`src/rtl/seg_capture.sv`:
```
// ---------------------------------------------------------------------------
// seg_capture
//
// Watches a multiplexed, active-low 7-segment display bus and rebuilds the
// two-digit count (0..15) that the display is showing.
//
// Each display sample is {sel_in[1:0], seg_in}. A digit is taken once that
// sample has been seen STABLE_CYC cycles in a row on a non-blank select.
//
// A frame is a ones digit followed by a tens digit. The result is published
// on count_out/count_valid one edge after the tens digit is taken. Illegal
// patterns, out-of-range results and a missing tens digit raise a one-cycle
// seg_err pulse. err_code holds the most recent error.
//
// Optional feature:
//   SEG_CAPTURE_DP_CHECK_EN  defined   -> a lit decimal point (seg_in[7]=0)
//                                         on a taken digit is an illegal
//                                         pattern.
//                            undefined -> seg_in[7] is treated as always 1,
//                                         so the decimal point is ignored.
// ---------------------------------------------------------------------------
module seg_capture #(
    parameter int unsigned STABLE_CYC  = 4,     // 2..255
    parameter int unsigned TIMEOUT_CYC = 8192   // 16..65535
) (
    input  logic       clk,
    input  logic       reset,        // asynchronous, active-low
    input  logic [7:0] seg_in,
    input  logic [3:0] sel_in,
    output logic [3:0] count_out,
    output logic       count_valid,
    output logic       seg_err,
    output logic [1:0] err_code
);

    typedef enum logic {
        WAIT_ONES = 1'b0,
        WAIT_TENS = 1'b1
    } state_t;

    typedef enum logic [1:0] {
        ERR_NONE    = 2'b00,
        ERR_ILLEGAL = 2'b01,
        ERR_RANGE   = 2'b10,
        ERR_TIMEOUT = 2'b11
    } err_t;

    localparam logic [7:0]  STAB_MAX = 8'(STABLE_CYC);
    localparam logic [7:0]  STAB_PRE = 8'(STABLE_CYC - 1);
    localparam logic [15:0] TO_LAST  = 16'(TIMEOUT_CYC - 1);

    // -----------------------------------------------------------------------
    // Decimal-point handling
    // -----------------------------------------------------------------------
    logic [7:0] w_seg;
    logic       w_unused_in;

`ifdef SEG_CAPTURE_DP_CHECK_EN
    // The dp bit is kept. A lit dp then never matches a legal pattern.
    assign w_seg       = seg_in;
    assign w_unused_in = ^sel_in[3:2];
`else
    // The dp bit is forced off, so dp changes do not break stability.
    assign w_seg       = {1'b1, seg_in[6:0]};
    assign w_unused_in = ^{sel_in[3:2], seg_in[7]};
`endif

    // -----------------------------------------------------------------------
    // Stability filter
    // -----------------------------------------------------------------------
    logic [9:0] r_prev_sample;
    logic [7:0] r_stab_cnt;
    logic [9:0] w_sample;
    logic       w_blank;
    logic       w_same;
    logic       w_is_ones;
    logic       w_accept;

    assign w_sample  = {sel_in[1:0], w_seg};
    assign w_blank   = (sel_in[1:0] == 2'b00) || (sel_in[1:0] == 2'b11);
    assign w_same    = (w_sample == r_prev_sample);
    assign w_is_ones = (sel_in[1:0] == 2'b01);

    // A digit is taken only on the edge where the run length reaches
    // STABLE_CYC. The counter then saturates, so one unbroken run is
    // accepted at most once.
    assign w_accept  = !w_blank && w_same && (r_stab_cnt == STAB_PRE);

    // Track the previous sample and the length of the current stable run.
    // NOTE: sequential state uses non-blocking (<=) so every register samples
    // pre-edge values, independent of statement order.
    always_ff @(posedge clk or negedge reset) begin
        if (!reset) begin
            r_prev_sample <= '0;
            r_stab_cnt    <= '0;
        end else begin
            r_prev_sample <= w_sample;
            if (w_blank || !w_same) begin
                r_stab_cnt <= 8'd1;
            end else if (r_stab_cnt != STAB_MAX) begin
                r_stab_cnt <= r_stab_cnt + 8'd1;
            end
        end
    end

    // -----------------------------------------------------------------------
    // Pattern decode
    // -----------------------------------------------------------------------
    logic       w_legal;
    logic [3:0] w_digit;

    // Map a 7-segment pattern (with dp) onto a decimal digit.
    // NOTE: every output gets a default first, so no path leaves a value
    // unassigned and no latch is inferred.
    always_comb begin
        w_legal = 1'b1;
        w_digit = 4'd0;
        case (w_seg)
            8'hC0:   w_digit = 4'd0;
            8'hF9:   w_digit = 4'd1;
            8'hA4:   w_digit = 4'd2;
            8'hB0:   w_digit = 4'd3;
            8'h99:   w_digit = 4'd4;
            8'h92:   w_digit = 4'd5;
            8'h82:   w_digit = 4'd6;
            8'hF8:   w_digit = 4'd7;
            8'h80:   w_digit = 4'd8;
            8'h90:   w_digit = 4'd9;
            default: w_legal = 1'b0;
        endcase
    end

    // -----------------------------------------------------------------------
    // Frame assembly
    // -----------------------------------------------------------------------
    state_t     r_state;
    logic [3:0] r_ones;
    logic [15:0] r_to_cnt;
    logic       r_pend;       // tens digit taken last edge; publish result now
    logic       r_pend_bad;   // that result is out of range
    logic [4:0] r_pend_sum;

    logic       w_tens_ok;
    logic [4:0] w_sum;

    // Only 0 and 1 are valid tens digits. The sum is held in 5 bits, so
    // 16..19 can be detected as a range error.
    assign w_tens_ok = (w_digit <= 4'd1);
    assign w_sum     = ((w_digit == 4'd1) ? 5'd10 : 5'd0) + {1'b0, r_ones};

    // Ones/tens sequencing, timeout and registered result/error outputs.
    // NOTE: reset clears every register, including the captured ones digit
    // and the counters, so a frame interrupted by reset leaves no residue.
    always_ff @(posedge clk or negedge reset) begin
        if (!reset) begin
            r_state     <= WAIT_ONES;
            r_ones      <= '0;
            r_to_cnt    <= '0;
            r_pend      <= 1'b0;
            r_pend_bad  <= 1'b0;
            r_pend_sum  <= '0;
            count_out   <= '0;
            count_valid <= 1'b0;
            seg_err     <= 1'b0;
            err_code    <= ERR_NONE;
        end else begin
            count_valid <= 1'b0;
            seg_err     <= 1'b0;
            r_pend      <= 1'b0;

            // Publish the frame captured on the previous edge.
            // A new digit cannot be taken on this edge, because a stable run
            // needs at least two cycles after the tens digit, so the pulses
            // below never coincide with a decode error.
            if (r_pend) begin
                if (r_pend_bad || (r_pend_sum > 5'd15)) begin
                    seg_err  <= 1'b1;
                    err_code <= ERR_RANGE;
                end else begin
                    count_out   <= r_pend_sum[3:0];
                    count_valid <= 1'b1;
                end
            end

            case (r_state)
                WAIT_ONES: begin
                    if (w_accept) begin
                        if (!w_legal) begin
                            seg_err  <= 1'b1;
                            err_code <= ERR_ILLEGAL;
                        end else if (w_is_ones) begin
                            r_ones   <= w_digit;
                            r_to_cnt <= '0;
                            r_state  <= WAIT_TENS;
                        end
                        // A legal tens digit without a ones digit is dropped.
                    end
                end

                WAIT_TENS: begin
                    if (w_accept) begin
                        if (!w_legal) begin
                            seg_err  <= 1'b1;
                            err_code <= ERR_ILLEGAL;
                            r_state  <= WAIT_ONES;
                        end else if (w_is_ones) begin
                            r_ones   <= w_digit;
                            r_to_cnt <= '0;
                        end else begin
                            r_pend     <= 1'b1;
                            r_pend_bad <= !w_tens_ok;
                            r_pend_sum <= w_sum;
                            r_state    <= WAIT_ONES;
                        end
                    end else if (r_to_cnt == TO_LAST) begin
                        seg_err  <= 1'b1;
                        err_code <= ERR_TIMEOUT;
                        r_state  <= WAIT_ONES;
                    end else begin
                        r_to_cnt <= r_to_cnt + 16'd1;
                    end
                end

                default: r_state <= WAIT_ONES;
            endcase
        end
    end

endmodule

```
`config.mk`:
```
export PLATFORM = sky130hd
export DESIGN_NAME = seg_capture
export DESIGN_NICKNAME = d
export VERILOG_FILES = /design/src/rtl/seg_capture.sv
export SDC_FILE = /design/constraint.sdc
export NUM_CORES = 1
export LEC_CHECK = 0
export CORE_ASPECT_RATIO = 1.25
export CORE_UTILIZATION = 57
export CTS_CLUSTER_SIZE = 12
export DETAILED_ROUTE_END_ITERATION = 10
export PLACE_DENSITY = 0.86
export RECOVER_POWER = 100
export SYNTH_ARGS = -nofsm -noshare
export SYNTH_HDL_FRONTEND = slang
export SYNTH_SLANG_ARGS = --single-unit
```
`constraint.sdc`:
```
create_clock -name clk -period 2.5 [get_ports clk]
set_input_delay 0.5 -clock clk [delete_from_list [all_inputs] [get_ports clk]]
set_output_delay 0.5 -clock clk [all_outputs]
set_load 0.03 [all_outputs]
```
==> impl_metrics.py, run 1 <==
metrics = {
    "logic_synthesis": {
        "synthTopCellsByArea": "dfrtp_1 49%, xor2_1 4.8%, mux2_2 3.7%",
        "synthesis.area_um2": 2760,
        "synth_area_per_cell_um2": 10.2,
        "yosys_warnings": 0,
        "ys_ff_latch": 54,
        "synth_top_area_share_pct": 49.0,
        "syn_nets": 291,
        "yosys.area.top_type": "dfrtp_1",
        "async_flop_share_pct": 100,
        "ys_seq_area_share_pct": 49.0,
        "synthCells": 270,
        "synth_top_flop_cell": "dfrtp_1",
        "ys_types": 49,
        "synth_edf_count": 0,
    },
    "cts": {
        "insertion_delay_ps": 310,
        "cts_tree": "done",
        "cts_root_buf": "clkbuf_8",
        "path_clk_slew_ps": 100,
        "htree_levels": 2,
        "clock_path_buffers": 2,
        "cts_setup_buffers": 0,
        "cts_sinks": 54,
        "cts_buffers": 5,
    },
    "timing": {
        "hold_slack_ps": 406,
        "setup_ws_ps": 48.6,
        "fin_skew_ps": 10.4,
        "hold_viol": 0,
        "layout_min_cycle_time_ps": 2450,
        "final_max_slew_viol_count": 0,
        "clock.fmax_ghz": 0.408,
        "relSlewSlack_pct": 14.3,
        "setup_viol": 0,
        "worst_slew_pin_slew_ps": 1290,
        "fin_crit_sh_pct": 98.1,
    },
    "grt": {
        "grt_usage_pct": 25.6,
        "grt_pass1_wl_mm": 10.1,
        "grt_remaining_overflow": 0,
        "antenna_found_initial": 0,
        "grt_max_degree": 55,
        "grt_pass1_vias": 2270,
    },
    "route": {
        "num_vias": 2258,
        "initialDrtViolationCount": 180,
        "viasPerCell": 5.88,
        "wl_mm": 5.93,
        "drc": 0,
        "ant_nets": 0,
        "avgRoutedWirePerCell_um": 15.5,
        "firstDrtPassIters": 5,
    },
    "setup_path": {
        "critPathLaunchType": "input port",
        "crit_fanout": 3,
        "setup.worst_path.class": "input port to register",
        "critical_path_arrival_ps": 2660,
        "endpoint_kind": "register",
        "required_ps": 2710,
    },
    "placed_design": {
        "place_ws_ps": -318,
        "place_area_um2": 3260,
        "post-dp-hpwl_mm": 4.10,
        "gp_congestion": 0.829,
        "io_buffers": 18,
    },
    "run_status": {
        "outcome": "completed",
    },
    "power": {
        "clockPowerShare_pct": 41.7,
        "p_comb_share_pct": 6.8,
        "p_per_area_nw_per_um2": 502,
        "switching_share_pct": 20.7,
        "seq_power_share_pct": 51.5,
        "p_int_uw": 1360,
        "ir_worst_vdd_mv": 0.331,
        "leakage_uw": 0.00159,
        "p_sw_uw": 355,
    },
    "die": {
        "die_area_um2": 5130,
        "core_area_um2": 4530,
        "initial_core_util_pct": 61.0,
        "ios": 22,
        "die_y_um": 79.8,
        "die-width_um": 64.2,
        "rows": 27,
    },
    "cells_and_area": {
        "fin_area_um2": 3420,
        "syn_to_final_growth_pct": 23.8,
        "layout_common_cells": "54 x dfrtp_1, 39 x buf_4, 25 x nand2_1",
        "nets": 346,
        "drive_gt1_share_pct": 21.8,
        "antenna-diode-count": 0,
        "final_common_cell": "dfrtp_1",
    },
    "flow_run": {
        "maxCapViolations": 0,
    },
    "worst_hold_path": {
        "min_path_type": "input port to register",
    },
}
-- registers in the layout (all words and copies together) (netlist names) --
name           cells
r_pend_bad         1
err_code           2
r_pend_sum         5
r_state            1
r_ones             4
count_out          4
r_pend             1
r_stab_cnt         8
r_prev_sample     10
r_to_cnt          16
count_valid        1
seg_err            1
-- routing by layer --
metal	vias up	part of all wire, %	track usage [%]
li1	1072	-	-
met1	1120	40	28.1
met2	61	56	48.7
met3	5	2.6	3.71
met4	0	1.1	9.56
met5	-	0	0
-- final cells by class --
class	count	area (um^2)
fill	306	1110
timing repair buffer	59	487
multi-input combinational	199	1340
tap	58	72.6
clock buffer	6	82.6
clock inverter	2	60.1
sequential	54	1350
inverter	6	22.5
-- stage by stage --
step / power [uW] / std cells / setup TNS (ps) / util [%]
finish: 1720 / 384 / 0 / 75.5
global route: 1760 / 384 / -19.4 / 75.5
CTS: 1720 / 384 / 0 / 75.2
detailed placement: 1020 / 376 / -4890 / 72.1
global placement: 1010 / 376 / -3570 / 72.1
floorplan: 950 / 270 / 0 / -
-- timing repair --
item / 4_1_cts / 5_1_grt
hold buffers: 0 / 0
setup endpoints to repair: 0 / 16
gates resized for setup: 0 / 7
-- critical path, cell delays in order --
cell and delay, ps:
clkdlybuf4s50_1 450, ha_1 290, nand2b_1 130, nor2_1 70, and4_2 250, or4b_2 660, xnor2_1 150, and2_1 150
-- cells by family (layout without fill, tap and decap cells) --
| kind of cell | Yosys count | in the layout | synth area share (%) |
|---|---|---|---|
| compound gates | 37 | 37 | 8.16 |
| buf+inv | 17 | 73 | 3.17 |
| fa+ha+maj | 7 | 7 | 3.17 |
| other cells | 1 | 1 | 0.136 |
| mux | 10 | 10 | 4.03 |
| xor+xnor | 20 | 20 | 6.35 |
| simple gates | 124 | 124 | 26.0 |
| flops | 54 | 54 | 49.0 |
-- worst paths after layout --
check	from	endpoint	slack (ps)	depth (start not counted)
worst max-delay path	sel_in[0]	r_to_cnt[10]	50	8
worst min-delay path	seg_in[3]	r_prev_sample[3]	410	1
worst max register to register	r_to_cnt[0]	r_to_cnt[10]	200	7
worst min register to register	r_ones[0]	r_ones[0]	490	1
max in group asynchronous	reset	r_ones[1]	1190	2
min in group asynchronous	reset	r_to_cnt[0]	540	2
-- cells in the mapped netlist, types with 2 or more instances --
cell type / count
nand3_1: 18
a21oi_1: 7
xor2_1: 15
buf_2: 7
nor3_1: 6
a21o_1: 3
nor4_1: 7
nor4b_1: 3
nand2_1: 25
or4_1: 2
buf_6: 2
mux2_2: 9
a211o_1: 3
nand3b_1: 2
inv_1: 6
and3_1: 5
nor2b_1: 2
xnor2_1: 5
clkbuf_1: 2
nor3b_1: 2
o2bb2ai_1: 2
nor2_1: 19
o21ai_0: 15
and4_1: 3
nand4_1: 8
ha_1: 7
and2_1: 3
or3_1: 4
a31oi_1: 3
nand2b_1: 3
dfrtp_1: 54
-- power groups by stage --
stage               combinational (uW)  sequential, uW  clock (uW)
global placement                   113             901           0
global route                       130             886         748
detailed placement                 115             902           0
finish                             117             885         716
floorplan                         48.3             901           0
CTS                                116             884         722
No activity file was read; power rests on OpenSTA's default activity.
==> run 2: changes to the inputs <==
--- a/config.mk
+++ b/config.mk
@@ -9,6 +9,7 @@
 export CORE_UTILIZATION = 57
 export CTS_CLUSTER_SIZE = 12
 export DETAILED_ROUTE_END_ITERATION = 10
+export HOLD_SLACK_MARGIN = 0.12
 export PLACE_DENSITY = 0.86
 export RECOVER_POWER = 100
 export SYNTH_ARGS = -nofsm -noshare
==> results of run 2 <==
Same layout as run 1: the final DEF is identical, and so are final timing and power.
==> run 3: changes to the inputs <==
--- a/config.mk
+++ b/config.mk
@@ -7,11 +7,11 @@
 export LEC_CHECK = 0
 export CORE_ASPECT_RATIO = 1.25
 export CORE_UTILIZATION = 57
-export CTS_CLUSTER_SIZE = 12
 export DETAILED_ROUTE_END_ITERATION = 10
 export HOLD_SLACK_MARGIN = 0.12
 export PLACE_DENSITY = 0.86
 export RECOVER_POWER = 100
+export SKIP_CTS_REPAIR_TIMING = 1
 export SYNTH_ARGS = -nofsm -noshare
 export SYNTH_HDL_FRONTEND = slang
 export SYNTH_SLANG_ARGS = --single-unit
==> results of run 3 <==
Same layout as run 1: the final DEF is identical, and so are final timing and power.
